## src/rtl/csr_pkg.sv

```systemverilog
// Shared CSR addresses, mstatus field positions and trap FSM state encoding
// used by the trap sequencer and its redirect-target helper.
package csr_pkg;

  localparam logic [11:0] CSR_MSTATUS = 12'h300;
  localparam logic [11:0] CSR_MEPC    = 12'h341;
  localparam logic [11:0] CSR_MCAUSE  = 12'h342;
  localparam logic [11:0] CSR_MTVAL   = 12'h343;

  localparam int MSTATUS_MIE    = 3;
  localparam int MSTATUS_MPIE   = 7;
  localparam int MSTATUS_MPP_LO = 11;
  localparam int MSTATUS_MPP_HI = 12;

  localparam logic [1:0] PRIV_M = 2'b11;

  typedef enum logic [2:0] {
    IDLE,
    W_MEPC,
    W_MCAUSE,
    W_MTVAL,
    W_MSTAT,
    T_JUMP,
    R_MSTAT,
    R_JUMP
  } trap_state_t;

  // mstatus on trap entry: stash MIE into MPIE, disable interrupts, MPP = M.
  function automatic logic [31:0] trap_mstatus(input logic [31:0] m);
    logic [31:0] r;
    r = m;
    r[MSTATUS_MPIE] = m[MSTATUS_MIE];
    r[MSTATUS_MIE]  = 1'b0;
    r[MSTATUS_MPP_HI:MSTATUS_MPP_LO] = PRIV_M;
    return r;
  endfunction

  // mstatus on MRET: restore MIE from MPIE, set MPIE, MPP stays M (M-only hart).
  function automatic logic [31:0] mret_mstatus(input logic [31:0] m);
    logic [31:0] r;
    r = m;
    r[MSTATUS_MIE]  = m[MSTATUS_MPIE];
    r[MSTATUS_MPIE] = 1'b1;
    r[MSTATUS_MPP_HI:MSTATUS_MPP_LO] = PRIV_M;
    return r;
  endfunction

endpackage

```

## src/rtl/trap_target.sv

```systemverilog
// Trap redirect target from captured mtvec; vectored interrupt offsets are
// only added when built with TRAP_VECTORED_EN.
module trap_target
  import csr_pkg::*;
#(
  parameter int CAUSE_W = 4
) (
  input  logic [31:0]        mtvec,
  input  logic               is_irq,
  input  logic [CAUSE_W-1:0] cause,
  output logic [31:0]        target
);

  logic [31:0] base;
  assign base = {mtvec[31:2], 2'b00};

`ifdef TRAP_VECTORED_EN
  always_comb begin
    target = base;
    if (is_irq && (mtvec[1:0] == 2'b01))
      target = base + (32'(cause) << 2);
  end
`else
  logic unused_vec;
  assign unused_vec = ^{is_irq, cause, mtvec[1:0]};
  assign target = base;
`endif

endmodule

```

## src/rtl/trap_sequencer.sv

```systemverilog
// Machine-mode trap/MRET sequencer: serialises CSR updates over one write port
// then redirects fetch. Optional vectored interrupts via TRAP_VECTORED_EN.
module trap_sequencer
  import csr_pkg::*;
#(
  parameter int CAUSE_W = 4
) (
  input  logic               clk,
  input  logic               rst_n,
  input  logic               exc_valid,
  input  logic [CAUSE_W-1:0] exc_cause,
  input  logic [31:0]        exc_pc,
  input  logic [31:0]        exc_tval,
  input  logic               irq_pending,
  input  logic [CAUSE_W-1:0] irq_cause,
  input  logic [31:0]        cur_pc,
  input  logic               mret_req,
  input  logic [31:0]        mstatus_in,
  input  logic [31:0]        mtvec_in,
  input  logic [31:0]        mepc_in,
  output logic               csr_we,
  output logic [11:0]        csr_waddr,
  output logic [31:0]        csr_wdata,
  output logic               stall,
  output logic               flush,
  output logic               redirect_valid,
  output logic [31:0]        redirect_pc,
  output logic               busy
);

  trap_state_t state, state_nxt;

  logic [31:0] mepc_q, mcause_q, tval_q, mstat_q, mtvec_q, ret_pc_q;
  logic [31:0] trap_pc;
  logic        irq_ok, take_trap, accept;

  logic unused_in;
  assign unused_in = ^{exc_pc[1:0], cur_pc[1:0], mepc_in[1:0]};

  assign irq_ok    = irq_pending && mstatus_in[MSTATUS_MIE];
  assign take_trap = exc_valid || irq_ok;
  // Gated by rst_n so outputs stay quiet while reset is held.
  assign accept    = rst_n && (state == IDLE) && (take_trap || mret_req);

  assign busy  = (state != IDLE);
  assign stall = accept || busy;
  assign flush = accept;

  always_ff @(posedge clk) begin
    if (!rst_n) begin
      state    <= IDLE;
      mepc_q   <= '0;
      mcause_q <= '0;
      tval_q   <= '0;
      mstat_q  <= '0;
      mtvec_q  <= '0;
      ret_pc_q <= '0;
    end else begin
      state <= state_nxt;
      if (accept) begin
        mstat_q  <= mstatus_in;
        mtvec_q  <= mtvec_in;
        ret_pc_q <= {mepc_in[31:2], 2'b00};
        if (exc_valid) begin
          mepc_q   <= {exc_pc[31:2], 2'b00};
          mcause_q <= 32'(exc_cause);
          tval_q   <= exc_tval;
        end else begin
          mepc_q   <= {cur_pc[31:2], 2'b00};
          mcause_q <= 32'h8000_0000 | 32'(irq_cause);
          tval_q   <= '0;
        end
      end
    end
  end

  trap_target #(.CAUSE_W(CAUSE_W)) u_target (
    .mtvec  (mtvec_q),
    .is_irq (mcause_q[31]),
    .cause  (mcause_q[CAUSE_W-1:0]),
    .target (trap_pc)
  );

  always_comb begin
    state_nxt      = state;
    csr_we         = 1'b0;
    csr_waddr      = '0;
    csr_wdata      = '0;
    redirect_valid = 1'b0;
    redirect_pc    = '0;
    case (state)
      IDLE: begin
        if (accept) state_nxt = take_trap ? W_MEPC : R_MSTAT;
      end
      W_MEPC: begin
        state_nxt = W_MCAUSE;
        csr_we    = 1'b1;
        csr_waddr = CSR_MEPC;
        csr_wdata = mepc_q;
      end
      W_MCAUSE: begin
        state_nxt = W_MTVAL;
        csr_we    = 1'b1;
        csr_waddr = CSR_MCAUSE;
        csr_wdata = mcause_q;
      end
      W_MTVAL: begin
        state_nxt = W_MSTAT;
        csr_we    = 1'b1;
        csr_waddr = CSR_MTVAL;
        csr_wdata = tval_q;
      end
      W_MSTAT: begin
        state_nxt = T_JUMP;
        csr_we    = 1'b1;
        csr_waddr = CSR_MSTATUS;
        csr_wdata = trap_mstatus(mstat_q);
      end
      T_JUMP: begin
        state_nxt      = IDLE;
        redirect_valid = 1'b1;
        redirect_pc    = trap_pc;
      end
      R_MSTAT: begin
        state_nxt = R_JUMP;
        csr_we    = 1'b1;
        csr_waddr = CSR_MSTATUS;
        csr_wdata = mret_mstatus(mstat_q);
      end
      R_JUMP: begin
        state_nxt      = IDLE;
        redirect_valid = 1'b1;
        redirect_pc    = ret_pc_q;
      end
      default: state_nxt = IDLE;
    endcase
  end

endmodule

```

## config.mk

```make
export PLATFORM = sky130hd
export DESIGN_NAME = trap_sequencer
export DESIGN_NICKNAME = d
export VERILOG_FILES = /design/src/rtl/csr_pkg.sv /design/src/rtl/trap_target.sv /design/src/rtl/trap_sequencer.sv
export SDC_FILE = /design/constraint.sdc
export NUM_CORES = 1
export LEC_CHECK = 0
export CAP_MARGIN = 20
export CORE_ASPECT_RATIO = 1.4
export CORE_MARGIN = 10
export CORE_UTILIZATION = 45
export DETAILED_ROUTE_END_ITERATION = 10
export PLACE_DENSITY_LB_ADDON = 0.12
export SLEW_MARGIN = 40
export SYNTH_ARGS = -nofsm -noshare
export SYNTH_HDL_FRONTEND = slang
export SYNTH_SLANG_ARGS = --single-unit
export TNS_END_PERCENT = 5
```

## constraint.sdc

```tcl
create_clock -name clk -period 2.1 [get_ports clk]
set_input_delay 0.42 -clock clk [delete_from_list [all_inputs] [get_ports clk]]
set_output_delay 0.42 -clock clk [all_outputs]
set_load 0.02 [all_outputs]
```

======== Yosys cells after proc, flatten, opt, wreduce, memory -nomap -nowiden ========
Index checks and enable logic that the tools add are counted.
word-level totals
  flip-flop bits (word level) ............. 193
  input port bits ......................... 205
operators by class
  eq/ne operators ......................... 8
  multiplexer cells ....................... 11
  reductions and logical operators ........ 11
operators by type and width
  operator                                                                count
  32-bit one-hot mux with 5 select lines                                  1
  32-bit two-way mux                                                      3
  32-bit one-hot mux with 2 select lines                                  1
  10-bit one-hot mux with 4 select lines                                  1
  3-bit one-hot mux with 7 select lines                                   1
  3-bit equality test (second input constant)                             4
  3-bit by 2-bit equality test with 1-bit output (second input constant)  2
  3-bit two-way mux                                                       2
  5-bit OR reduction                                                      1
  2-bit OR reduction                                                      2
  3-bit by 1-bit equality test with 1-bit output (second input constant)  1
  1-bit logical AND                                                       3
  3-bit logical NOT                                                       1
  1-bit logical OR                                                        3
  3-bit nonzero test                                                      1
  1-bit two-way mux                                                       2
  2-bit != test (second input constant)                                   1

======== Depth between registers and ports, before layout ========
Gate-level depths: netlist (run 1).
  depth after elaboration ................. 6
  mapped depth ............................ 7
  mapped depth without buffers ............ 4

======== By module ========
From an unflattened synthesis (run 1), not the netlist that was laid out.
unflattened totals
  cells, all modules ...................... 944
  area total of the unflattened synthesis .. 8172.8 um^2
modules (own cells, without submodules)
  module          instances  cells an instance  area an instance (um^2)  seq. area each (um^2)
  trap_sequencer  1          911                7928.9                   3243.1
  trap_target     1          33                 244.0                    0.0

======== Least setup slack after synthesis (run 1) ========
No wires, ideal clock.
  kind .................................... register to output
  from .................................... register state[1]
  to ...................................... output csr_wdata[11]
  arrival time ............................ 1.635 ns
  required time ........................... 1.680 ns
  setup slack ............................. 0.045 ns
  cell stages (with the launch flop) ...... 6
  cells stage by stage .................... dfxtp_1 clkbuf_1 buf_2 buf_2 mux2i_1 o21ai_0
between the ends
  longest elaborated chain between the ends .. 2
  elaborated cells between the ends (all ways) .. 6
  classes of those cells .................. eq/ne (5); mux (1)
RTL lines
  element                                            line                  RTL
  start, declared                                    trap_sequencer.sv:31  trap_state_t state, state_nxt;
  start signal, assigned                             trap_sequencer.sv:59  state <= state_nxt;
  3-bit equality test, or another cell as far along  trap_sequencer.sv:91  case (state)
  32-bit one-hot mux with 5 select lines *           trap_sequencer.sv:91
  end, declared                                      trap_sequencer.sv:23  output logic [31:0] csr_wdata,
Mark *: on every way between the ends. The rest lies on a longest branch, timed or not.

======== Worst setup path in the final report (run 1) ========
  from .................................... register state[0]
  to ...................................... output flush
between the ends
  longest elaborated chain between the ends .. 3
RTL lines
  element                          line                  RTL
  3-bit logical NOT                trap_sequencer.sv:43  assign accept = rst_n && (state == IDLE) && (take_trap || mret_req);
  1-bit logical AND (2 in series)  trap_sequencer.sv:43
  end, declared                    trap_sequencer.sv:25  output logic flush,
Every way passes these cells.

==> flow_metrics.py, run 1 <==
metrics = {
    "outcome": {
        "status": "finished, violations left",
        "failed_checks": "setup timing",
    },
    "logic_synthesis": {
        "mux_share_of_post_synthesis_cell_area": 0.320,
        "syn-cell-area_um2": 7830,
        "synthDistinctLibCells": 27,
        "synth_cells": 904,
        "yosysSeqAreaShare": 0.409,
        "largest_family_of_logic_cells_by_synthesized_area": "multiplexers",
        "synth-xor-area-share": 0,
        "synth_compound_gate_area_share": 0.0332,
        "mapped_avg_cell_area_um2": 8.66,
        "synth-adder-area-share": 0,
        "seq_cells_post_synth": 160,
        "synthesis.yosys.warnings": 0,
        "synth-simple-area-share": 0.176,
    },
    "global_route": {
        "grt_pass1_vias": 6891,
        "met3_usage": 0.0671,
        "grt_util_met1": 0.220,
        "grt_max_degree": 150,
        "globalRouteMet2Util": 0.345,
        "gr-usage-all-layers": 0.195,
        "global_route_wire_length_before_repair_um": 36500,
        "number_of_antenna_violations_at_the_first_check_in_global_routing": 1,
        "global_route.overflow_total": 0,
        "grt.busiest_layer": "met2",
    },
    "sta": {
        "slew_headroom": 0.538,
        "grt_setup_unrepaired": "yes",
        "timing_hold_violations_final": 0,
        "tightestPinTransition_ns": 0.693,
        "fin_crit_sh": 1.04,
        "min_period_ns": 2.18,
        "setup_slack_ns": -0.0832,
        "timing.final.setup_violations": 5,
        "final_count_of_pins_violating_max_slew": 0,
        "maxClockFrequency_mhz": 458,
        "timing.clock.skew_ns": 0.00980,
    },
    "worst_setup_path": {
        "setup.worst_path.end_class": "output port",
        "worst-r2r-setup-slack_ns": 0.20,
        "crit_slowest_cell": "sky130_fd_sc_hd__or4_4",
        "cp_max_fo": 7,
        "criticalPathCategory": "register to output port",
        "critical-path-top-delay-family": "simple AND/OR/NAND/NOR gates",
        "critical_path.reg2reg.startpoint": "state[1]",
        "worst_ep_required_time_ns": 1.68,
        "critical_path_arrival_ns": 1.76,
        "crit_path_cell_trace": "buf_6, nand2b_4, or4_4, inv_2, buf_12",
        "rr_endpoint": "ret_pc_q[31]",
        "ff2ff_path_depth": 6,
        "timing.critical_path.from_type": "register",
        "timing.critical_path.depth": 5,
        "worstPathBufferInverterCount": 3,
        "cpPeakStageDelay_ns": 0.52,
    },
    "routing": {
        "vias": 6827,
        "route.detailed.wl_per_inst_um": 16.5,
        "drt_first_pass_iters": 4,
        "detail_route.iter0.violations": 389,
        "avgViaCountPerCell": 4.85,
        "final_antenna_net_count": 0,
        "wl_um": 23200,
        "post-route-drc-count": 0,
    },
    "min_path": {
        "worst_hold_path_type": "primary input to register",
        "min_from": "rst_n",
        "holdPathEnd": "state[0]",
        "timing.hold.worst_path_depth": 3,
    },
    "die": {
        "fp.dieH_um": 176,
        "placementRows": 57,
        "core_region_area_um2": 17300,
        "die_area_um2": 23200,
        "floorplan.io_pins": 286,
        "die_w_um": 131,
        "start_util": 0.454,
    },
    "flow_run": {
        "cap_violations": 0,
    },
    "finish": {
        "fraction_of_layout_cells_with_a_size_suffix_above_1": 0.137,
        "design.final.nets": 1364,
        "synthToLayoutAreaGrowth_pct": 45.0,
        "final_common_cell": "sky130_fd_sc_hd__nand2_1",
        "final_area_um2": 11300,
        "insertedDiodeCount": 0,
        "layout_common_cells": "sky130_fd_sc_hd__nand2_1 (305), sky130_fd_sc_hd__mux2i_1 (246), sky130_fd_sc_hd__clkdlybuf4s50_1 (189)",
    },
    "place": {
        "detailed_place.area_um2": 10800,
        "gp_congestion": 0.768,
        "place.detailed.hpwl_um": 17000,
        "io_buffer_count": 266,
    },
    "power_and_ir_drop": {
        "leakage_nw": 5.08,
        "design_power_total_w": 0.00893,
        "cellPowerDensity_nw_per_um2": 787,
        "peakVddDrop_v": 0.000430,
    },
    "cts": {
        "numClockSinks": 160,
        "root_buffer": "sky130_fd_sc_hd__clkbuf_16",
        "htree_num_levels": 4,
        "cts_buffers": 17,
        "clkLatencyLatePin_ns": 0.42,
        "clk_pin_slew_ns": 0.06,
        "cts_tree": "yes",
        "max-clock-path-buffers": 2,
    },
}
-- layout make-up --
cell class	instances	area, um^2
clock inverter	12	138
sequential	160	3210
fill	1557	5910
tap	236	295
multi-input combinational	660	4240
inverter	7	26.3
timing repair buffer	313	3000
clock buffer	19	433
-- worst max path at each step --
stage | startpoint | endpoint | slack [ns]
final | state[0] | flush | -0.08
after global routing | state[0] | flush | -0.14
after CTS | irq_pending | flush | -0.24
after detailed placement | irq_pending | stall | -0.39
after global placement | irq_pending | stall | -0.41
after floorplan | state[1] | csr_wdata[11] | 0.05
-- stage by stage --
step,setup slack (ns),std cells,hold WS (ns),utilization,TNS [ns]
global route,-0.138,1407,0.257,0.658,-2.02
finish,-0.0832,1407,0.261,0.658,-0.184
global placement,-0.407,1367,0.441,0.628,-12.70
CTS,-0.235,1399,0.266,0.659,-0.700
detailed placement,-0.392,1367,0.446,0.628,-11.75
floorplan,0.0453,912,0.432,-,0
-- cell families (layout without fill, tap and decap cells) --
family,Yosys count,in the layout
AND/OR/NAND/NOR,354,354
AO/OA/AOI/OAI,47,47
flip-flops,160,160
buffers and inverters,92,351
other,1,9
multiplexers,250,250
-- power by group --
| group | leakage [nW] | switching, W | total, W | internal, W |
|---|---|---|---|---|
| registers | 1.32 | 0.000195 | 0.00360 | 0.00341 |
| clock network | 0.262 | 0.00126 | 0.00302 | 0.00175 |
| logic | 3.50 | 0.00110 | 0.00231 | 0.00122 |
| total | 5.08 | 0.00256 | 0.00893 | 0.00638 |
-- state kept, by name (all words and copies together) (netlist names) --
signal,count
mcause_q,5
mtvec_q,30
mepc_q,30
mstat_q,30
ret_pc_q,30
tval_q,32
state,3
-- synth_stat cells --
cell / count / area (um^2)
sky130_fd_sc_hd__a21oi_1: 5 / 25.0
sky130_fd_sc_hd__nor3_4: 1 / 16.3
sky130_fd_sc_hd__nor2b_1: 3 / 18.8
sky130_fd_sc_hd__inv_1: 7 / 26.3
sky130_fd_sc_hd__mux2_2: 3 / 33.8
sky130_fd_sc_hd__nand3_1: 1 / 5.00
sky130_fd_sc_hd__nand2b_1: 5 / 31.3
sky130_fd_sc_hd__buf_4: 19 / 143
sky130_fd_sc_hd__o21ai_1: 6 / 30.0
sky130_fd_sc_hd__nor4bb_1: 1 / 10.0
sky130_fd_sc_hd__clkbuf_1: 48 / 180
sky130_fd_sc_hd__a221oi_1: 1 / 8.76
sky130_fd_sc_hd__nand4_1: 3 / 18.8
sky130_fd_sc_hd__a31oi_1: 1 / 6.26
sky130_fd_sc_hd__a221oi_2: 1 / 15.0
sky130_fd_sc_hd__o21ai_0: 28 / 140
sky130_fd_sc_hd__mux2i_1: 247 / 2470
sky130_fd_sc_hd__buf_6: 6 / 67.6
sky130_fd_sc_hd__a211oi_1: 2 / 15.0
sky130_fd_sc_hd__or4_1: 1 / 7.51
sky130_fd_sc_hd__nor2_1: 34 / 128
sky130_fd_sc_hd__o22ai_1: 2 / 12.5
sky130_fd_sc_hd__a22oi_1: 1 / 7.51
sky130_fd_sc_hd__buf_2: 12 / 60.1
sky130_fd_sc_hd__nand2_1: 305 / 1140
sky130_fd_sc_hd__dfxtp_1: 160 / 3200
sky130_fd_sc_hd__conb_1: 1 / 3.75
-- repair_timing --
action,CTS,global route
gates cloned,1,0
setup endpoints to repair,72,66
buffers inserted,0,8
pin swaps,1,5
resized for setup,214,86
hold buffers,0,0
-- worst reg2reg max path: stages, from the launching register on --
cell and delay, ns:
sky130_fd_sc_hd__dfxtp_4 0.40, sky130_fd_sc_hd__buf_12 0.18, sky130_fd_sc_hd__nor3_4 0.27, sky130_fd_sc_hd__buf_4 0.16, sky130_fd_sc_hd__nor2b_4 0.29, sky130_fd_sc_hd__buf_12 0.29
sky130_fd_sc_hd__mux2i_1 0.23
-- metal layers --
metal	wire length, um	part of all wire
met1	9640	0.42
met3	1480	0.064
met2	11700	0.51
met5	13	0.00056
met4	337	0.015
Note: power is estimated with default switching activity, not from simulation.
==> run 2: changes to the inputs <==
Settings changed: CELL_PAD_IN_SITES_DETAIL_PLACEMENT from default to 1, CELL_PAD_IN_SITES_GLOBAL_PLACEMENT from default to 1, CORE_UTILIZATION 45 to 29, MAX_ROUTING_LAYER from default to met4.
Clock period 2.1 ns to 1.8 ns, I/O delays scaled along.
==> run 2 against run 1 <==
First-iteration DRC count decreased by 52%. Die area increased by 47%. Clock skew decreased by 0.0023 ns. Routed wire length increased by 20%. Core utilization decreased by 21 points. Combinational power increased by 31%. Sequential power increased by 17%. Setup slack got worse by 0.27 ns. The flow still finishes with violations (setup timing). Count of clock-buffer cells in the layout unchanged. Non-clock buffer count increased by 26.
==> flow_metrics.py, run 2 (synthesis results as in run 1) <==
metrics = {
    "worst_setup_path": {
        "crit_path_cell_trace": "buf_6, buf_6, nand2b_4, or4_4, inv_4, buf_12",
        "timing.critical_path.from_type": "register",
        "setup.worst_path.end_class": "output port",
        "worstPathBufferInverterCount": 4,
        "cp_max_fo": 5,
        "cpPeakStageDelay_ns": 0.46,
        "critical-path-top-delay-family": "simple AND/OR/NAND/NOR gates",
        "cpMostUsedCell": "sky130_fd_sc_hd__buf_6",
        "worst_ep_required_time_ns": 1.44,
        "criticalPathCategory": "register to output port",
        "critical_path_arrival_ns": 1.79,
        "crit_slowest_cell": "sky130_fd_sc_hd__or4_4",
    },
    "place": {
        "gp_congestion": 0.760,
        "dpl_worst_slack_ns": -0.565,
        "place.detailed.hpwl_um": 20300,
        "io_buffer_count": 266,
    },
    "power_and_ir_drop": {
        "peakVddDrop_v": 0.000632,
        "leakage_nw": 5.30,
        "cellPowerDensity_nw_per_um2": 917,
    },
    "outcome": {
        "failed_checks": "setup timing",
        "status": "finished, violations left",
    },
    "die": {
        "floorplan.io_pins": 286,
        "die_w_um": 159,
        "die_area_um2": 34100,
        "start_util": 0.293,
        "core_region_area_um2": 26700,
        "fp.dieH_um": 214,
        "placementRows": 71,
    },
    "sta": {
        "timing.clock.skew_ns": 0.00754,
        "fin_crit_sh": 1.20,
        "min_period_ns": 2.15,
        "timing.final.setup_violations": 176,
        "slew_headroom": 0.514,
        "tightestPinTransition_ns": 0.729,
        "grt_setup_unrepaired": "yes",
        "maxClockFrequency_mhz": 464,
        "timing_hold_violations_final": 0,
        "final_count_of_pins_violating_max_slew": 0,
        "setup_slack_ns": -0.354,
    },
    "finish": {
        "final_common_cell": "sky130_fd_sc_hd__nand2_1",
        "area_occupied_by_multi_input_gates_um2": 4320,
        "largest_register_ffs": 32,
        "fillerInstances": 3064,
        "final_core_utilization": 0.448,
        "design.final.nets": 1390,
        "layout_common_cells": "sky130_fd_sc_hd__nand2_1 (299), sky130_fd_sc_hd__mux2i_1 (237), sky130_fd_sc_hd__clkdlybuf4s50_1 (189)",
        "synthToLayoutAreaGrowth_pct": 53.0,
        "register_area_um2": 3210,
        "registers.top_by_ff_count": "tval_q",
        "fraction_of_layout_cells_with_a_size_suffix_above_1": 0.181,
    },
    "global_route": {
        "global_route.overflow_total": 0,
        "grt.busiest_layer": "met2",
        "grt_max_degree": 164,
        "number_of_antenna_violations_at_the_first_check_in_global_routing": 2,
        "grt_pass1_vias": 7639,
        "grt_util_met1": 0.175,
        "met3_usage": 0.0538,
        "gr-usage-all-layers": 0.162,
        "global_route_wire_length_before_repair_um": 43000,
        "globalRouteMet2Util": 0.279,
    },
    "routing": {
        "route.detailed.wl_per_inst_um": 17.8,
        "avgViaCountPerCell": 4.51,
        "post-route-drc-count": 0,
        "final_antenna_net_count": 0,
        "drt_first_pass_iters": 4,
        "detail_route.iter0.violations": 186,
        "vias": 7051,
        "wl_um": 27900,
    },
    "flow_run": {
        "cap_violations": 0,
    },
    "cts": {
        "numClockSinks": 160,
        "root_buffer": "sky130_fd_sc_hd__clkbuf_16",
        "max-clock-path-buffers": 2,
        "cts_tree": "yes",
        "clk_pin_slew_ns": 0.06,
        "holdBufCountCts": 0,
        "clkLatencyLatePin_ns": 0.42,
        "htree_num_levels": 4,
        "cts_buffers": 17,
    },
    "min_path": {
        "worst_hold_path_type": "primary input to register",
    },
}
==> run 2: area by class of cell <==
| cell class | count | share of cell area |
|---|---|---|
| clock inverters | 12 | 0.0133 |
| well taps | 365 | 0.0381 |
| diodes | 2 | 0.000418 |
| clock buffers | 19 | 0.0370 |
| multi-input cells | 660 | 0.360 |
| repair buffers | 339 | 0.280 |
| flip-flops and latches | 160 | 0.268 |
| inverters | 7 | 0.00240 |
==> run 2: power breakdown <==
group	total [W]	switching [W]	leakage [nW]	internal, W
clock	0.00375	0.00153	0.286	0.00222
sequential	0.00422	0.000243	1.32	0.00398
combinational	0.00302	0.00140	3.70	0.00162
total	0.0110	0.00318	5.30	0.00781
==> run 2: worst paths after layout <==
check / depth (start not counted) / startpoint / slack [ns] / endpoint
max: 6 / state[0] / -0.35 / flush
min: 4 / rst_n / 0.35 / state[1]
max reg2reg: 7 / state[0] / -0.12 / mcause_q[31]
min reg2reg: 2 / mstat_q[5] / 0.46 / mstat_q[5]
==> run 2: through the flow <==
stage                     std cells  hold WS (ns)  power [W]  area [um^2]  setup TNS, ns
final                          1564         0.345     0.0110        12000         -15.90
after global routing           1564         0.344     0.0116        12000         -31.73
after CTS                      1544         0.267     0.0110        11700         -26.33
after detailed placement       1509         0.449    0.00717        11100         -73.60
after global placement         1509         0.441    0.00712        11100         -71.17
after floorplan                 912         0.432    0.00586         7870          -1.09
==> run 2: routing by layer <==
| metal | vias up | wire [um] |
|---|---|---|
| li1 | 3533 | - |
| met1 | 3341 | 11600 |
| met2 | 162 | 14400 |
| met3 | 15 | 1650 |
| met4 | 0 | 260 |
| met5 | - | 0 |
==> run 2: repair_timing <==
| action | CTS | global route |
|---|---|---|
| endpoints found under the setup margin | 223 | 228 |
| pin swaps | 2 | 8 |
| resized for setup | 260 | 118 |
| cloned | 0 | 1 |
| buffers inserted | 4 | 17 |
==> run 2: worst register-to-register path, cell delays in order (launching register included) <==
cell and delay [ns]:
sky130_fd_sc_hd__dfxtp_4 0.37, sky130_fd_sc_hd__buf_6 0.12, sky130_fd_sc_hd__buf_6 0.10, sky130_fd_sc_hd__nand2b_4 0.13
sky130_fd_sc_hd__or4_4 0.46, sky130_fd_sc_hd__buf_4 0.20, sky130_fd_sc_hd__buf_12 0.17, sky130_fd_sc_hd__a221oi_2 0.28
==> run 3: changes to the inputs <==
Settings changed: PLACE_DENSITY from default to 0.76, PLACE_DENSITY_LB_ADDON 0.12 to default.
==> run 3 against run 2 <==
The run still ends with setup timing left. Combinational power is 2% higher. Hold slack got worse by 0.037 ns. Sequential power about the same. Global-route usage increased by 0.38 points. Cell area hardly changed. Via count grew 1.8%. Maximum frequency up 0.74%. Largest cell class unchanged. Routed wire length rose by 2.8%. Sequential cell count is the same. Register-to-register slack gained 0.15 ns. Cell count up 0.19%.
==> flow_metrics.py, run 3 (synthesis results as in run 1) <==
metrics = {
    "worst_setup_path": {
        "critical_path.reg2reg.startpoint": "state[0]",
        "rr_endpoint": "ret_pc_q[4]",
        "setup.worst_path.end_class": "output port",
        "worst-r2r-setup-slack_ns": 0.03,
        "critical_path_arrival_ns": 1.78,
        "criticalPathCategory": "register to output port",
        "timing.critical_path.from_type": "register",
        "cp_max_fo": 7,
        "worst_ep_required_time_ns": 1.44,
        "ff2ff_path_depth": 8,
    },
    "flow_run": {
        "cap_violations": 0,
    },
    "sta": {
        "min_period_ns": 2.14,
        "maxClockFrequency_mhz": 468,
        "timing.clock.skew_ns": 0.00747,
        "setup_slack_ns": -0.338,
        "slew_headroom": 0.548,
        "fin_crit_sh": 1.19,
        "final_count_of_pins_violating_max_slew": 0,
        "timing.final.setup_violations": 72,
        "grt_setup_unrepaired": "yes",
        "finalSetupTns_ns": -12.40,
        "tightestPinTransition_ns": 0.678,
        "timing_hold_violations_final": 0,
    },
    "routing": {
        "detail_route.iter0.violations": 180,
        "avgViaCountPerCell": 4.58,
        "route.detailed.wl_per_inst_um": 18.3,
        "drt_first_pass_iters": 4,
        "vias": 7179,
        "final_antenna_net_count": 0,
        "post-route-drc-count": 0,
        "wl_um": 28700,
    },
    "global_route": {
        "grt_pass1_vias": 7862,
        "global_route_wire_length_before_repair_um": 43600,
        "gr-usage-all-layers": 0.166,
        "number_of_antenna_violations_at_the_first_check_in_global_routing": 7,
        "grt_max_degree": 88,
        "global_route.overflow_total": 0,
    },
    "die": {
        "start_util": 0.293,
        "die_w_um": 159,
        "fp.dieH_um": 214,
        "core_region_area_um2": 26700,
        "floorplan.io_pins": 286,
        "placementRows": 71,
        "die_area_um2": 34100,
    },
    "power_and_ir_drop": {
        "net-switching-power_w": 0.00328,
        "power_frac_comb": 0.284,
        "power_report.internal_total_w": 0.00759,
        "cellPowerDensity_nw_per_um2": 908,
        "leakage_nw": 5.20,
        "clock_power_share": 0.328,
        "power.switching_fraction": 0.302,
        "peakVddDrop_v": 0.000671,
        "design_power_total_w": 0.0109,
        "part_of_the_total_power_dissipated_in_sequential_elements": 0.388,
    },
    "cts": {
        "cts_buffers": 17,
        "numClockSinks": 160,
        "max-clock-path-buffers": 2,
        "clkLatencyLatePin_ns": 0.43,
        "htree_num_levels": 4,
        "root_buffer": "sky130_fd_sc_hd__clkbuf_16",
        "cts_tree": "yes",
        "clk_pin_slew_ns": 0.07,
    },
    "outcome": {
        "failed_checks": "setup timing",
        "status": "finished, violations left",
    },
    "finish": {
        "fillerInstances": 3070,
        "registers.top_by_ff_count": "tval_q",
        "final_cell_count_no_fill": 1567,
        "final_common_cell": "sky130_fd_sc_hd__nand2_1",
        "synthToLayoutAreaGrowth_pct": 53.0,
        "area_occupied_by_multi_input_gates_um2": 4320,
        "largest_register_ffs": 32,
        "design.final.nets": 1387,
        "register_area_um2": 3210,
        "fraction_of_layout_cells_with_a_size_suffix_above_1": 0.179,
        "layout_common_cells": "sky130_fd_sc_hd__nand2_1 (299), sky130_fd_sc_hd__mux2i_1 (238), sky130_fd_sc_hd__clkdlybuf4s50_1 (192)",
    },
    "place": {
        "io_buffer_count": 266,
        "place.detailed.hpwl_um": 21200,
        "gp_congestion": 0.781,
        "dp_cells": 1518,
    },
    "min_path": {
        "holdPathEnd": "state[0]",
        "worst_hold_path_type": "primary input to register",
        "timing.hold.worst_path_depth": 4,
        "min_from": "rst_n",
    },
}
-- run 3: cell count changes in the layout (fill, tap and decap cells not counted), sizes merged --
cell / change
buf: -16
clkdlybuf4s15: +12
diode: +5
clkdlybuf4s50: +3
dlymetal6s2s: -3
bufinv: -2
clkinvlp: +2
inv: +2
-- run 3: through the flow --
step	util	setup WS, ns	area, um^2	hold slack, ns
detailed placement	0.420	-0.805	11200	0.449
global route	0.448	-0.411	12000	0.318
CTS	0.446	-0.393	11900	0.274
global placement	0.420	-0.803	11200	0.442
finish	0.448	-0.338	12000	0.308
floorplan	-	-0.0458	7870	0.432
-- run 3: how the worst max path moves through the flow --
stage                 from             to  slack, ns  cells after the start
2_1_floorplan     state[1]  csr_wdata[11]      -0.05                      5
5_1_grt           state[1]   csr_wdata[2]      -0.41                      5
6_report          state[1]   csr_wdata[2]      -0.34                      5
3_3_place_gp   irq_pending          flush      -0.80                      5
4_1_cts           state[1]   csr_wdata[2]      -0.39                      5
3_5_place_dp   irq_pending          flush      -0.80                      5
-- run 3: routing by layer --
layer / vias up / share of wire / GRT usage
met1: 3438 / 0.39 / 0.169
met4: 0 / 0.025 / 0.0635
met3: 28 / 0.056 / 0.0498
li1: 3534 / - / -
met5: - / 0 / -
met2: 179 / 0.52 / 0.293
-- run 3: final cells by class --
type / count / share of cell area
multi-input cells: 660 / 0.361
repair buffers: 336 / 0.282
flip-flops and latches: 160 / 0.268
well taps: 365 / 0.0381
clock buffers: 18 / 0.0367
clock inverters: 14 / 0.0112
inverters: 7 / 0.00240
diodes: 7 / 0.00146
-- run 3: power groups by stage --
stage	Combinational [W]	Sequential (W)	Clock (W)
2_1_floorplan	0.00166	0.00420	0
3_3_place_gp	0.00294	0.00425	0
3_5_place_dp	0.00300	0.00428	0
4_1_cts	0.00308	0.00422	0.00367
5_1_grt	0.00332	0.00428	0.00384
6_report	0.00309	0.00422	0.00356
-- run 3: what timing repair did --
| action | in CTS | in global routing |
|---|---|---|
| cloned | 1 | 2 |
| endpoints found under the setup margin | 121 | 134 |
| buffers inserted | 4 | 3 |
| hold buffers | 0 | 0 |
| gates resized for setup | 217 | 107 |
| pin swaps | 2 | 1 |
-- run 3: worst max-delay path, cell delays in order, from the launching register on --
cell                       delay (ns)
sky130_fd_sc_hd__dfxtp_4         0.39
sky130_fd_sc_hd__buf_12          0.13
sky130_fd_sc_hd__mux2_4          0.30
sky130_fd_sc_hd__a221oi_2        0.27
sky130_fd_sc_hd__a21oi_1         0.08
sky130_fd_sc_hd__buf_4           0.17
